File: config.mk
export PLATFORM = sky130hd
export DESIGN_NAME = complement_to_signmag
export DESIGN_NICKNAME = d
export VERILOG_FILES = /design/src/rtl/complement_to_signmag.sv
export SDC_FILE = /design/constraint.sdc
export NUM_CORES = 1
export LEC_CHECK = 0
export CORE_MARGIN = 8
export CORE_UTILIZATION = 55
export DETAILED_ROUTE_END_ITERATION = 6
export GPL_ROUTABILITY_DRIVEN = 0
export MAX_ROUTING_LAYER = met4
export PLACE_DENSITY_LB_ADDON = 0.08
export RECOVER_POWER = 50
export SLEW_MARGIN = 30
export SYNTH_ARGS = -nofsm -noshare
export SYNTH_HDL_FRONTEND = slang
export SYNTH_SLANG_ARGS = --single-unit
File: constraint.sdc
create_clock -name clk -period 3.7 [get_ports clk]
set_clock_uncertainty 0.1 [all_clocks]
set_input_delay 0.555 -clock clk [delete_from_list [all_inputs] [get_ports clk]]
set_output_delay 0.555 -clock clk [all_outputs]
set_load 0.02 [all_outputs]
File: src/rtl/complement_to_signmag.sv
`default_nettype none
// ============================================================================
// Module  : complement_to_signmag
// Brief   : Bit-serial (LSB first) ones'/two's complement to sign-magnitude
//           converter with start/done handshake.
// Revision: 1.0 - initial release
// ============================================================================
module complement_to_signmag #(
   parameter int WIDTH    = 4,
   parameter bit ONES_CPL = 1'b1
) (
   input  logic             clk,
   input  logic             rst,
   input  logic             start,
   input  logic [WIDTH-1:0] val,
   output logic             busy,
   output logic             done,
   output logic [WIDTH-1:0] mag,
   output logic             sign
);

   localparam int IW = (WIDTH > 2) ? $clog2(WIDTH) : 1;

   typedef enum logic [1:0] {
      S_IDLE = 2'd0,
      S_CONV = 2'd1,
      S_DONE = 2'd2
   } state_t;

   state_t           r_state;
   logic [WIDTH-1:0] r_op;
   logic [WIDTH-1:0] r_res;
   logic [IW-1:0]    r_idx;
   logic             r_neg;
   logic             r_carry;

   always_ff @(posedge clk or negedge rst) begin
      if (!rst) begin
         r_state <= S_IDLE;
         r_op    <= '0;
         r_res   <= '0;
         r_idx   <= '0;
         r_neg   <= 1'b0;
         r_carry <= 1'b0;
         busy    <= 1'b0;
         done    <= 1'b0;
         mag     <= '0;
         sign    <= 1'b0;
      end else begin
         done <= 1'b0;
         case (r_state)
            S_IDLE: begin
               if (start) begin
                  r_op    <= val;
                  r_neg   <= val[WIDTH-1];
                  r_idx   <= '0;
                  r_carry <= ~ONES_CPL;
                  busy    <= 1'b1;
                  r_state <= S_CONV;
               end
            end
            S_CONV: begin
               // Negation ripples the +1 (two's) carry LSB first; ones' starts with carry 0.
               if (r_neg) begin
                  r_res[r_idx] <= ~r_op[r_idx] ^ r_carry;
                  r_carry      <= ~r_op[r_idx] & r_carry;
               end else begin
                  r_res[r_idx] <= r_op[r_idx];
               end
               if (r_idx == IW'(WIDTH-1)) begin
                  r_state <= S_DONE;
               end
               r_idx <= r_idx + IW'(1);
            end
            S_DONE: begin
               // Negative zero (ones' all-ones) normalises to +0.
               mag     <= r_res;
               sign    <= r_neg & (|r_res);
               done    <= 1'b1;
               busy    <= 1'b0;
               r_state <= S_IDLE;
            end
            default: begin
               r_state <= S_IDLE;
               busy    <= 1'b0;
            end
         endcase
      end
   end

endmodule
`default_nettype wire

==> results of run 1 <==
-- worst max-delay path, cell delays in order, from the launching register on --
cell and delay [ns]:
sky130_fd_sc_hd__dfrtp_1 0.50, sky130_fd_sc_hd__mux2_4 0.34, sky130_fd_sc_hd__o21ai_0 0.18, sky130_fd_sc_hd__ha_1 0.27, sky130_fd_sc_hd__a221oi_2 0.39, sky130_fd_sc_hd__a31oi_1 0.15
-- sequential cells by signal, indices dropped and copies added, names as in the netlist --
register,cells
r_idx,2
r_op,4
sign,1
r_carry,1
mag,4
r_res,4
r_state,2
busy,1
done,1
-- routing by layer --
| metal | vias up | global-route usage [%] |
|---|---|---|
| li1 | 290 | - |
| met1 | 291 | 11.6 |
| met2 | 13 | 19.4 |
| met3 | 4 | 4.04 |
| met4 | 0 | 5.15 |
| met5 | - | - |
-- synth_stat cells, drive strengths merged --
library cell	number	area (um2)
a21oi	7	35.0
nand3b	1	7.51
o21bai	1	7.51
mux2i	1	10.0
a22o	2	18.8
buf	2	10.0
ha	5	62.6
nor2	2	7.51
inv	5	18.8
dfrtp	20	500
nand2	5	18.8
o41ai	1	8.76
a31oi	3	18.8
nor2b	1	6.26
o21ai	3	15.0
and4bb	1	12.5
mux2	9	105
and2	1	6.26
a221oi	1	15.0
nand2b	3	18.8
-- worst max-delay path by stage --
stage	cells past startpoint	startpoint	to	slack [ns]
6_report	5	r_idx[1]$_DFFE_PN0P_	r_res[0]$_DFFE_PN0P_	1.63
5_1_grt	5	r_idx[1]$_DFFE_PN0P_	r_res[2]$_DFFE_PN0P_	1.52
4_1_cts	5	r_idx[1]$_DFFE_PN0P_	r_res[0]$_DFFE_PN0P_	1.67
3_5_place_dp	5	r_idx[1]$_DFFE_PN0P_	r_res[1]$_DFFE_PN0P_	1.69
3_3_place_gp	4	start	r_op[2]$_DFFE_PN0P_	1.71
2_1_floorplan	5	r_idx[1]$_DFFE_PN0P_	r_res[0]$_DFFE_PN0P_	1.89
-- power by group through the flow --
stage          combinational (uW)  clock (uW)  sequential [uW]
2_1_floorplan                 246           0              427
3_3_place_gp                  387           0              405
3_5_place_dp                  400           0              412
4_1_cts                       405         127              407
5_1_grt                       447         136              423
6_report                      403         124              406
-- metrics by stage --
| stage | std cells | hold slack (ns) | setup slack, ns |
|---|---|---|---|
| floorplan | 74 | 0.159 | 1.89 |
| global placement | 101 | 0.362 | 1.71 |
| detailed placement | 101 | 0.370 | 1.69 |
| CTS | 105 | 0.395 | 1.67 |
| global route | 105 | 0.395 | 1.52 |
| finish | 105 | 0.311 | 1.63 |
-- cells by family after synthesis --
kind of cell | after synthesis | share of synthesized area (%)
AO/OA/AOI/OAI | 18 | 13.2
adder cells (fa/ha/maj) | 5 | 6.93
buffers and inverters | 7 | 3.19
flip-flops | 20 | 55.4
multiplexers | 10 | 12.7
AND/OR/NAND/NOR | 14 | 8.59
-- area by class of cell --
class | count | area (um2) | area share, %
clock buffer | 4 | 36.3 | 3.38
inverter | 5 | 18.8 | 1.75
multi-input combinational | 47 | 374 | 34.8
sequential | 20 | 500 | 46.6
tap | 16 | 20.0 | 1.86
timing repair buffer | 13 | 124 | 11.5
-- cells in the final DEF, fill, tap and decap left out --
| cell | n |
|---|---|
| sky130_fd_sc_hd__dlygate4sd3_1 | 1 |
| sky130_fd_sc_hd__o21ai_0 | 3 |
| sky130_fd_sc_hd__and2_1 | 1 |
| sky130_fd_sc_hd__a22o_1 | 1 |
| sky130_fd_sc_hd__nor2b_1 | 1 |
| sky130_fd_sc_hd__a221oi_2 | 1 |
| sky130_fd_sc_hd__clkdlybuf4s50_1 | 11 |
| sky130_fd_sc_hd__clkbuf_1 | 1 |
| sky130_fd_sc_hd__clkbuf_4 | 3 |
| sky130_fd_sc_hd__mux2_4 | 1 |
| sky130_fd_sc_hd__dfrtp_1 | 20 |
| sky130_fd_sc_hd__mux2i_1 | 1 |
| sky130_fd_sc_hd__nand2b_1 | 3 |
| sky130_fd_sc_hd__nand2_1 | 5 |
| sky130_fd_sc_hd__a21oi_1 | 7 |
| sky130_fd_sc_hd__nand3b_1 | 1 |
| sky130_fd_sc_hd__a31oi_1 | 3 |
| sky130_fd_sc_hd__nor2_1 | 2 |
| sky130_fd_sc_hd__o41ai_1 | 1 |
| sky130_fd_sc_hd__mux2_2 | 8 |
| sky130_fd_sc_hd__o21bai_1 | 1 |
| sky130_fd_sc_hd__ha_1 | 5 |
| sky130_fd_sc_hd__and4bb_2 | 1 |
| sky130_fd_sc_hd__a22o_2 | 1 |
| sky130_fd_sc_hd__inv_1 | 5 |
| sky130_fd_sc_hd__clkbuf_8 | 1 |
==> impl_results.rst, run 1 <==
.. list-table::
   :header-rows: 1

   * - Metric
     - Value
   * - Pwr dens
     - 870 mW/mm2
   * - Post-route core utilization
     - 70.4%
   * - Capture instance of the worst register-to-register path
     - r_res[0]$_DFFE_PN0P_
   * - Via count of the first global-routing pass
     - just under 700
   * - Clock edge transition at the registers on the reported setup and hold paths
     - between 0.1 and 0.15 ns
   * - Effective utilization at floorplan
     - between 50% and 60%
   * - Fin. Hold Viols
     - 0
   * - Initial detailed-routing violation count
     - 11
   * - Warning count from the yosys run
     - 0
   * - Synthesized netlist net count
     - 86
   * - Number of standard cells after synthesis
     - 74
   * - Maximum fanout along the worst path
     - 7
   * - Startpoint type of the worst setup path
     - register
   * - Largest buffer count on any clock path
     - 2
   * - Overall die height
     - ~57 um
   * - Sequential cell area fraction in the yosys report
     - a little under three fifths
   * - Die area
     - around 0.0032 mm2
   * - Setup repair after global routing missed its margin
     - false
   * - Register bit total from synthesis
     - 20
   * - Internal power component
     - 583 uW
   * - Horizontal extent of the die
     - 56.5 um
   * - Number of resized instances in the post-cts repair step
     - 0
   * - Kind of path behind the tightest hold check
     - in2async
   * - Post-route antenna net violation count
     - 0
   * - Type of destination of the critical path
     - register
   * - Cell area after placement
     - 0.00104 mm2
   * - Average routed wire per standard cell
     - 15.4 um
   * - Share of final-layout standard cells stronger than drive strength 1
     - between 15 and 20%
   * - Syn Area/Cell
     - about 12 um2
   * - Wire length of the first global-routing pass
     - a little under 3000 um
   * - Sequential share of power
     - a little over two fifths
   * - Number of filler instances in the final layout
     - about 120
   * - CTS tree
     - done
   * - DRC viols
     - 0
   * - Layout area overhead
     - 18.8%
   * - Highest ir drop seen on vdd
     - ~420 uV
   * - Detailed-router iteration count before antenna repair
     - 4
   * - Number of cells on the worst reg-to-reg path
     - 5
   * - Part of the power in the clock network
     - about an eighth
   * - Count of boundary I/O pins
     - 14
   * - Root cell of the clock tree
     - sky130_fd_sc_hd__clkbuf_4
   * - Transition time of the tightest slew-check pin
     - 1.04 ns
   * - Number of buffers inserted during clock tree synthesis
     - 3
   * - Total clock sinks
     - 20
   * - Share of total power in combinational logic
     - between 40% and 50%
   * - Reg-to-reg startpoint
     - r_idx[1]$_DFFE_PN0P_
   * - Synth unique cells
     - 22
   * - Post-layout min period
     - roughly 2.1 ns
   * - Outcome
     - finished clean
   * - Count of vias placed by the detailed router
     - between 500 and 600
   * - Max Cap Viol
     - 0
   * - Pins over their slew limit
     - 0
   * - Worst path arrival time
     - around 2.1 ns
   * - Core Region
     - 0.00152 mm2
   * - Total power draw
     - just over 900 uW
   * - Final layout net count
     - roughly 100
   * - Final number of setup-violating endpoints
     - 0
   * - Data required time at the worst endpoint
     - around 3.8 ns
   * - Via count normalized by instance count
     - approximately 5.7
   * - Switching power total
     - roughly 350 uW
   * - Insertion delay of the later-clocked pin in the worst-skew pair
     - 0.29 ns
   * - Leakage dissipation
     - 0.000489 uW
   * - Antenna violations before repair
     - 0
   * - Worst R2R Setup Slack
     - about 1.6 ns
   * - HPWL reported at the end of detailed placement
     - between 1000 and 1500 um
   * - Aggregate global-route resource usage
     - 11.5%
   * - Finished layout cell area
     - 0.00107 mm2
   * - Sw Share
     - between 30% and 40%
   * - Summed instance area of the synthesized netlist
     - roughly 900 um2
   * - Largest net degree at the start of global routing
     - 21
   * - Count of H-tree levels built during CTS
     - 1
   * - Routed length on met1
     - between 700 and 800 um
   * - Metal3 WL
     - roughly 97 um
   * - Total negative slack for setup checks
     - 0 ns
   * - Ant. Diodes
     - 0
   * - Total of buffers placed on input and output ports
     - 13
   * - Startpoint-to-endpoint class of the critical path
     - reg2reg
   * - Number of core rows
     - 14
   * - Met2 routed WL
     - 772 um
   * - Total Wirelength
     - 1610 um
   * - Number of buffers inserted to repair setup after CTS
     - 0
   * - Fmax
     - just under 500 MHz
   * - Uppermost signal routing layer after detailed routing
     - met4
   * - Max-slew headroom at the worst pin
     - between 30% and 40%
   * - Tcrit/Tclk final
     - a little under three fifths
   * - Global-route congestion overflow total
     - 0
   * - Quantity of hold-fixing buffers added after cts
     - 0
No activity file was read; power rests on OpenSTA's default activity.
==> inputs of run 2 (changes only) <==
Settings changed: CORE_UTILIZATION 55 to 46.
Clock period 3.7 ns to 1.75 ns, I/O delays scaled along.
==> run 2 against run 1 <==
  * Critical endpoint unchanged
  * Combinational power increased to 2.8 times the previous value
  * The flow now finishes with violations (setup timing)
  * Worst setup slack got worse by 1.7 ns
  * Non-clock buffer count increased by 8
  * Cell area increased by 11%
  * Fmax increased by 15%
  * Clock power increased by 120%
  * Die area increased by 14%
  * Sequential power increased by 100%
  * Utilization decreased by 7.9 points
  * Sequential share of layout area decreased by 4.5 points
  * Final cell count increased by 18%
  * First-iteration DRC count decreased by 64%
  * Largest power group is now combinational cells
==> impl_results.rst, run 2 (same netlist as run 1, synthesis figures left out) <==
.. list-table::
   :header-rows: 1

   * - Metric
     - Value
   * - Outcome
     - finished with violations
   * - Failing checks
     - setup timing
   * - Number of buffers inserted during clock tree synthesis
     - 3 (unchanged)
   * - Via count of the first global-routing pass
     - 638 (-6.2%)
   * - Leakage dissipation
     - 0.000532 uW (+8.7%)
   * - Detailed-router iteration count before antenna repair
     - 4 (unchanged)
   * - Final layout net count
     - 110 (+7.8%)
   * - Fmax
     - 557 MHz (+15%)
   * - Final number of setup-violating endpoints
     - 4 (+4)
   * - Number of core rows
     - 16 (+2)
   * - Slack of the critical path
     - -0.0467 ns (-1.68 ns)
   * - Maximum fanout along the worst path
     - 4 (-3)
   * - Count of boundary I/O pins
     - 14 (unchanged)
   * - Sw Share
     - 36.9% (-0.62 points)
   * - DRC viols
     - 0 (unchanged)
   * - Total of buffers placed on input and output ports
     - 13 (unchanged)
   * - Wire length of the first global-routing pass
     - 2910 um (-0.48%)
   * - Total Wirelength
     - 1690 um (+4.4%)
   * - Total clock sinks
     - 20 (unchanged)
   * - Die area
     - 0.00364 mm2 (+14%)
   * - Internal power component
     - 1400 uW (+140%)
   * - Largest registers ranked by flip-flop count
     - mag (4), r_op (4), r_res (4)
   * - Total power draw
     - 2230 uW (+140%)
   * - Aggregate global-route resource usage
     - 11.3% (-0.21 points)
   * - Startpoint-to-endpoint class of the critical path
     - reg2reg
   * - Ant. Diodes
     - 0 (unchanged)
   * - Post-placement setup slack
     - -0.0724 ns (-1.77 ns)
   * - Part of the power in the clock network
     - 12.4% (-0.9 points)
   * - Number of cells on the worst reg-to-reg path
     - 5 (unchanged)
   * - Worst R2R Setup Slack
     - -0.05 ns (-1.68 ns)
   * - HP Start
     - sign$_DFFE_PN0P_
   * - Post-layout min period
     - 1.80 ns (-0.272 ns)
   * - Effective utilization at floorplan
     - 47.5% (-12 points)
   * - Share of total power in combinational logic
     - 50.7% (+7.5 points)
   * - Data required time at the worst endpoint
     - 1.84 ns (-1.91 ns)
   * - Via count normalized by instance count
     - 4.94 (-13%)
   * - Tcrit/Tclk final
     - 103% (+47 points)
   * - Layout area overhead
     - 31.7%
   * - Share of final-layout standard cells stronger than drive strength 1
     - 26.8% (+8.8 points)
   * - Quantity of hold-fixing buffers added after cts
     - 0 (unchanged)
   * - Switching power total
     - 822 uW (+130%)
   * - Core Region
     - 0.00190 mm2 (+25%)
   * - Sequential share of power
     - 36.9% (-6.6 points)
   * - Initial detailed-routing violation count
     - 4 (-7)
   * - Pins over their slew limit
     - 0 (unchanged)
   * - Average routed wire per standard cell
     - 13.6 um (-12%)
   * - Pwr dens
     - 1870 mW/mm2 (+120%)
   * - Hold WS
     - 0.387 ns (+0.0761 ns)
   * - Horizontal extent of the die
     - 60.3 um (+6.7%)
   * - Overall die height
     - 60.3 um (+6.7%)
   * - Max-slew headroom at the worst pin
     - 30.1% (-0.69 points)
   * - HPWL reported at the end of detailed placement
     - 1190 um (-1.6%)
   * - Capture instance of the worst register-to-register path
     - r_res[0]$_DFFE_PN0P_
   * - Post-route antenna net violation count
     - 0 (unchanged)
   * - Type of destination of the critical path
     - register
   * - Reg-to-reg startpoint
     - r_idx[1]$_DFFE_PN0P_
   * - Clock edge transition at the registers on the reported setup and hold paths
     - 0.11 ns (about the same)
   * - Max Cap Viol
     - 0 (unchanged)
   * - Count of vias placed by the detailed router
     - 612 (+2.3%)
   * - Number of cells on the worst hold path
     - 2
   * - Setup repair after global routing missed its margin
     - true
   * - Highest ir drop seen on vdd
     - 977 uV (+130%)
   * - Global-route congestion overflow total
     - 0 (unchanged)
   * - Transition time of the tightest slew-check pin
     - 1.05 ns (+0.0104 ns)
   * - Largest net degree at the start of global routing
     - 21 (unchanged)
   * - Antenna violations before repair
     - 0 (unchanged)
   * - Post-route core utilization
     - 62.6% (-7.9 points)
   * - Fin. Hold Viols
     - 0 (unchanged)
   * - Insertion delay of the later-clocked pin in the worst-skew pair
     - 0.31 ns (+0.02 ns)
   * - Worst path arrival time
     - 1.89 ns (-0.23 ns)
   * - Count of H-tree levels built during CTS
     - 1 (unchanged)
   * - Startpoint type of the worst setup path
     - register
   * - Kind of path behind the tightest hold check
     - reg2reg
   * - Most frequent standard cell in the layout excluding fill and tap cells
     - sky130_fd_sc_hd__dfrtp_1
   * - Root cell of the clock tree
     - sky130_fd_sc_hd__clkbuf_4
   * - WHS Endpoint
     - sign$_DFFE_PN0P_
   * - Largest buffer count on any clock path
     - 2 (unchanged)
   * - CTS tree
     - done
   * - Commonest non-fill, non-tap cells in the layout
     - sky130_fd_sc_hd__dfrtp_1 (19), sky130_fd_sc_hd__clkdlybuf4s50_1 (12), sky130_fd_sc_hd__mux2_2 (8)
## run 2: how the worst max path moves through the flow
| stage | slack, ns | endpoint | cells after the start | startpoint |
|---|---|---|---|---|
| after global routing | -0.15 | r_res[0]$_DFFE_PN0P_ | 7 | r_idx[1]$_DFFE_PN0P_ |
| after CTS | -0.01 | r_res[0]$_DFFE_PN0P_ | 7 | r_idx[1]$_DFFE_PN0P_ |
| after detailed placement | -0.07 | r_res[0]$_DFFE_PN0P_ | 5 | r_idx[1]$_DFFE_PN0P_ |
| after floorplan | -0.02 | r_res[0]$_DFFE_PN0P_ | 5 | r_idx[1]$_DFFE_PN0P_ |
| after global placement | -0.05 | r_res[1]$_DFFE_PN0P_ | 5 | r_idx[1]$_DFFE_PN0P_ |
| final | -0.05 | r_res[0]$_DFFE_PN0P_ | 5 | r_idx[1]$_DFFE_PN0P_ |
## run 2: per-layer routing
layer / track usage (%) / part of all wire (%) / vias to the layer above / wire [um]
li1: - / - / 308 / -
met1: 11.7 / 45 / 283 / 761
met2: 18.8 / 47 / 15 / 794
met3: 2.80 / 4.9 / 6 / 82
met4: 7.14 / 2.7 / 0 / 46
met5: - / 0 / - / 0
## run 2: repair_timing
item | in CTS | in global routing
gates resized for setup | 3 | 1
setup buffers | 1 | 0
pin swaps | 4 | 2
endpoints found under the setup margin | 4 | 4
## run 2: final cells by class
| class | instances | area [um2] |
|---|---|---|
| well taps | 27 | 33.8 |
| fillers | 160 | 712 |
| repair buffers | 21 | 190 |
| inverters | 5 | 18.8 |
| flip-flops and latches | 20 | 502 |
| clock buffers | 4 | 36.3 |
| multi-input cells | 47 | 409 |
## run 2: stage by stage
stage,setup TNS (ns),std cells,cell area (um2)
after CTS,-0.0347,124,1190
final,-0.102,124,1190
after floorplan,-0.0761,74,908
after detailed placement,-0.272,119,1110
after global placement,-0.167,119,1110
after global routing,-0.524,124,1190
## run 2: critical path, stage by stage (launching register included)
cell and delay, ns:
sky130_fd_sc_hd__dfrtp_2 0.45, sky130_fd_sc_hd__mux2_4 0.32, sky130_fd_sc_hd__o21ai_4 0.14, sky130_fd_sc_hd__ha_4 0.22, sky130_fd_sc_hd__a221oi_4 0.31, sky130_fd_sc_hd__a31oi_1 0.14
## run 2: power groups by stage
stage               sequential (uW)  clock (uW)  combinational [uW]
floorplan                       908           0                 536
global placement                828           0                 982
detailed placement              833           0                 995
CTS                             825         284                1110
global route                    858         299                1230
finish                          821         276                1130
==> inputs of run 3 (changes only) <==
Settings changed: CORE_UTILIZATION 46 to 51.
Clock period 1.75 ns to 2 ns, I/O delays scaled along.
==> run 3 against run 2 <==
  * The flow now finishes without violations
  * Hold slack better by 0.0032 ns
  * Non-clock buffer count is 3 lower
  * Register-to-register slack better by 0.13 ns
  * Global-route usage is 1.2 points lower
  * Total power is 18% lower
  * Die area is 7.3% lower
  * Critical path depth stayed put
  * Critical endpoint is now r_res[1]$_DFFE_PN0P_
  * Largest power group unchanged
==> impl_results.rst, run 3 (same netlist as run 1, synthesis figures left out) <==
.. list-table::
   :header-rows: 1

   * - Metric
     - Value
   * - Effective utilization at floorplan
     - 53.5% (+6.0 points)
   * - Post-layout min period
     - 1.92 ns (+0.122 ns)
   * - Most frequent standard cell in the layout excluding fill and tap cells
     - sky130_fd_sc_hd__dfrtp_1
   * - Final layout net count
     - 107 (-2.7%)
   * - Pwr dens
     - 1610 mW/mm2 (-14%)
   * - Worst setup path startpoint
     - r_idx[1]$_DFFE_PN0P_
   * - Number of cells on the worst hold path
     - 2 (unchanged)
   * - Overall die height
     - 58.1 um (-3.7%)
   * - Via count of the first global-routing pass
     - 616 (-3.4%)
   * - Insertion delay of the later-clocked pin in the worst-skew pair
     - 0.30 ns (about the same)
   * - Ordered cell list for the critical path
     - mux2_4 > o21ai_0 > ha_1 > a221oi_4 > a31oi_1
   * - Count of vias placed by the detailed router
     - 601 (-1.8%)
   * - Largest registers ranked by flip-flop count
     - mag (4), r_op (4), r_res (4)
   * - Layout area overhead
     - 24.7%
   * - Max Cap Viol
     - 0 (unchanged)
   * - Fmax
     - 521 MHz (-6.3%)
   * - Root cell of the clock tree
     - sky130_fd_sc_hd__clkbuf_4
   * - Detailed-router iteration count before antenna repair
     - 4 (unchanged)
   * - Total of buffers placed on input and output ports
     - 13 (unchanged)
   * - Share of final-layout standard cells stronger than drive strength 1
     - 21.3% (-5.5 points)
   * - Number of filler instances in the final layout
     - 138 (-14%)
   * - DRC viols
     - 0 (unchanged)
   * - Commonest non-fill, non-tap cells in the layout
     - sky130_fd_sc_hd__dfrtp_1 (20), sky130_fd_sc_hd__clkdlybuf4s50_1 (12), sky130_fd_sc_hd__mux2_2 (8)
   * - Quantity of hold-fixing buffers added after cts
     - 0 (unchanged)
   * - Number of cells on the worst reg-to-reg path
     - 5 (unchanged)
   * - Antenna violations before repair
     - 0 (unchanged)
   * - Maximum fanout along the worst path
     - 4 (unchanged)
   * - Pins over their slew limit
     - 0 (unchanged)
   * - Number of buffers inserted during clock tree synthesis
     - 3 (unchanged)
   * - Type of destination of the critical path
     - register
   * - Delay of the slowest cell on the worst path
     - 0.42 ns (-0.03 ns)
   * - Ant. Diodes
     - 0 (unchanged)
   * - Wire length of the first global-routing pass
     - 2570 um (-12%)
   * - Via count normalized by instance count
     - 5.41 (+9.7%)
   * - Total Wirelength
     - 1540 um (-8.8%)
   * - Family with the most delay on the worst path
     - compound AO/OA/AOI/OAI gates
   * - Transition time of the tightest slew-check pin
     - 1.04 ns (-0.00825 ns)
   * - Highest ir drop seen on vdd
     - 997 uV (+2.1%)
   * - Library cell contributing the largest single delay on the critical path
     - sky130_fd_sc_hd__dfrtp_1
   * - Total stage count of the critical path
     - 5 (unchanged)
   * - Startpoint-to-endpoint class of the critical path
     - reg2reg
   * - Die area
     - 0.00337 mm2 (-7.3%)
   * - Tcrit/Tclk final
     - 95.9% (-6.8 points)
   * - Outcome
     - finished clean
   * - Setup repair after global routing missed its margin
     - false
   * - Worst Path Buf+Inv
     - 0 (unchanged)
   * - Total negative slack for setup checks
     - 0 ns (+0.102 ns)
   * - Post-route core utilization
     - 66.7% (+4.1 points)
   * - Clock edge transition at the registers on the reported setup and hold paths
     - 0.11 ns (about the same)
   * - Initial detailed-routing violation count
     - 5 (+1)
   * - Number of core rows
     - 15 (-1)
   * - Largest net degree at the start of global routing
     - 21 (unchanged)
   * - Horizontal extent of the die
     - 58.1 um (-3.7%)
   * - Average routed wire per standard cell
     - 13.8 um (+1.8%)
   * - Multi-input gate area
     - 385 um2 (-5.8%)
   * - Startpoint type of the worst setup path
     - register
   * - Kind of path behind the tightest hold check
     - reg2reg
   * - Reg-to-reg startpoint
     - r_idx[1]$_DFFE_PN0P_
   * - Largest buffer count on any clock path
     - 2 (unchanged)
   * - CTS tree
     - done
   * - Total clock sinks
     - 20 (unchanged)
   * - Count of boundary I/O pins
     - 14 (unchanged)
   * - Worst path arrival time
     - 1.99 ns (+0.10 ns)
   * - Final number of setup-violating endpoints
     - 0 (-4)
   * - Global-route congestion overflow total
     - 0 (unchanged)
   * - Count of H-tree levels built during CTS
     - 1 (unchanged)
   * - HP Start
     - sign$_DFFE_PN0P_
   * - HPWL reported at the end of detailed placement
     - 1140 um (-3.5%)
   * - Fin. Hold Viols
     - 0 (unchanged)
   * - Aggregate global-route resource usage
     - 10.1% (-1.2 points)
   * - Sequential cell area
     - 500 um2 (-0.25%)
   * - Worst R2R Setup Slack
     - 0.08 ns (+0.13 ns)
   * - Leakage dissipation
     - 0.000516 uW (-3.0%)
   * - Max-slew headroom at the worst pin
     - 30.7% (+0.55 points)
   * - Post-route antenna net violation count
     - 0 (unchanged)
   * - Core Region
     - 0.00169 mm2 (-11%)
   * - Data required time at the worst endpoint
     - 2.07 ns (+0.23 ns)
-- run 3: changes by cell type in the layout (fill, tap and decap cells not counted) --
cell and change:
sky130_fd_sc_hd__o21ai_4 -1, sky130_fd_sc_hd__dfrtp_2 -1, sky130_fd_sc_hd__ha_4 -1, sky130_fd_sc_hd__buf_6 -1, sky130_fd_sc_hd__buf_4 -2, sky130_fd_sc_hd__ha_1 +1
sky130_fd_sc_hd__o21ai_0 +1, sky130_fd_sc_hd__dfrtp_1 +1
-- run 3: area by class of cell --
| class | count | share of cell area, % |
|---|---|---|
| well taps | 17 | 1.89 |
| clock buffers | 4 | 3.22 |
| flip-flops and latches | 20 | 44.4 |
| repair buffers | 18 | 14.6 |
| multi-input cells | 47 | 34.2 |
| inverters | 5 | 1.67 |
-- run 3: layer usage --
layer	track usage (%)	vias to the layer above	wire length, um
li1	-	300	-
met1	9.45	288	668
met5	-	-	0
met3	3.97	2	94
met2	17.4	11	758
met4	5.24	0	15
-- run 3: worst reg2reg max path: cells and delay by family, from the launching register on --
kind                       cells  cell delay, ns
AOI/OAI and AO/OA              3            0.66
DFF                            1            0.42
muxes                          1            0.33
adders and majority gates      1            0.28
-- run 3: through the flow --
stage                     instance area (um2)  power, uW  std cells  hold WS (ns)  setup WS, ns
after floorplan                           903       1250         74       -0.0956         0.188
after global placement                   1070       1510        106         0.364         0.170
after detailed placement                 1070       1540        106         0.372        0.0817
after CTS                                1110       1780        110         0.229        0.0384
after global routing                     1130       1950        111         0.428       0.00998
final                                    1130       1820        111         0.390        0.0817
-- run 3: timing repair --
action	4_1_cts	5_1_grt
gates resized for setup	0	1
setup buffers	0	1
endpoints found under the setup margin	0	1
-- run 3: worst paths after layout --
kind                                              to
worst min-delay path                sign$_DFFE_PN0P_
min in group asynchronous         mag[3]$_DFFE_PN0P_
max in group asynchronous        r_op[3]$_DFFE_PN0P_
worst max-delay path            r_res[1]$_DFFE_PN0P_
worst min register to register      sign$_DFFE_PN0P_
worst max register to register  r_res[1]$_DFFE_PN0P_
-- run 3: power by group --
| part | internal [uW] | switching [uW] | leakage (uW) |
|---|---|---|---|
| clock network | 111 | 119 | 0.0000210 |
| registers | 584 | 132 | 0.000241 |
| logic | 459 | 410 | 0.000254 |
| total | 1150 | 661 | 0.000516 |
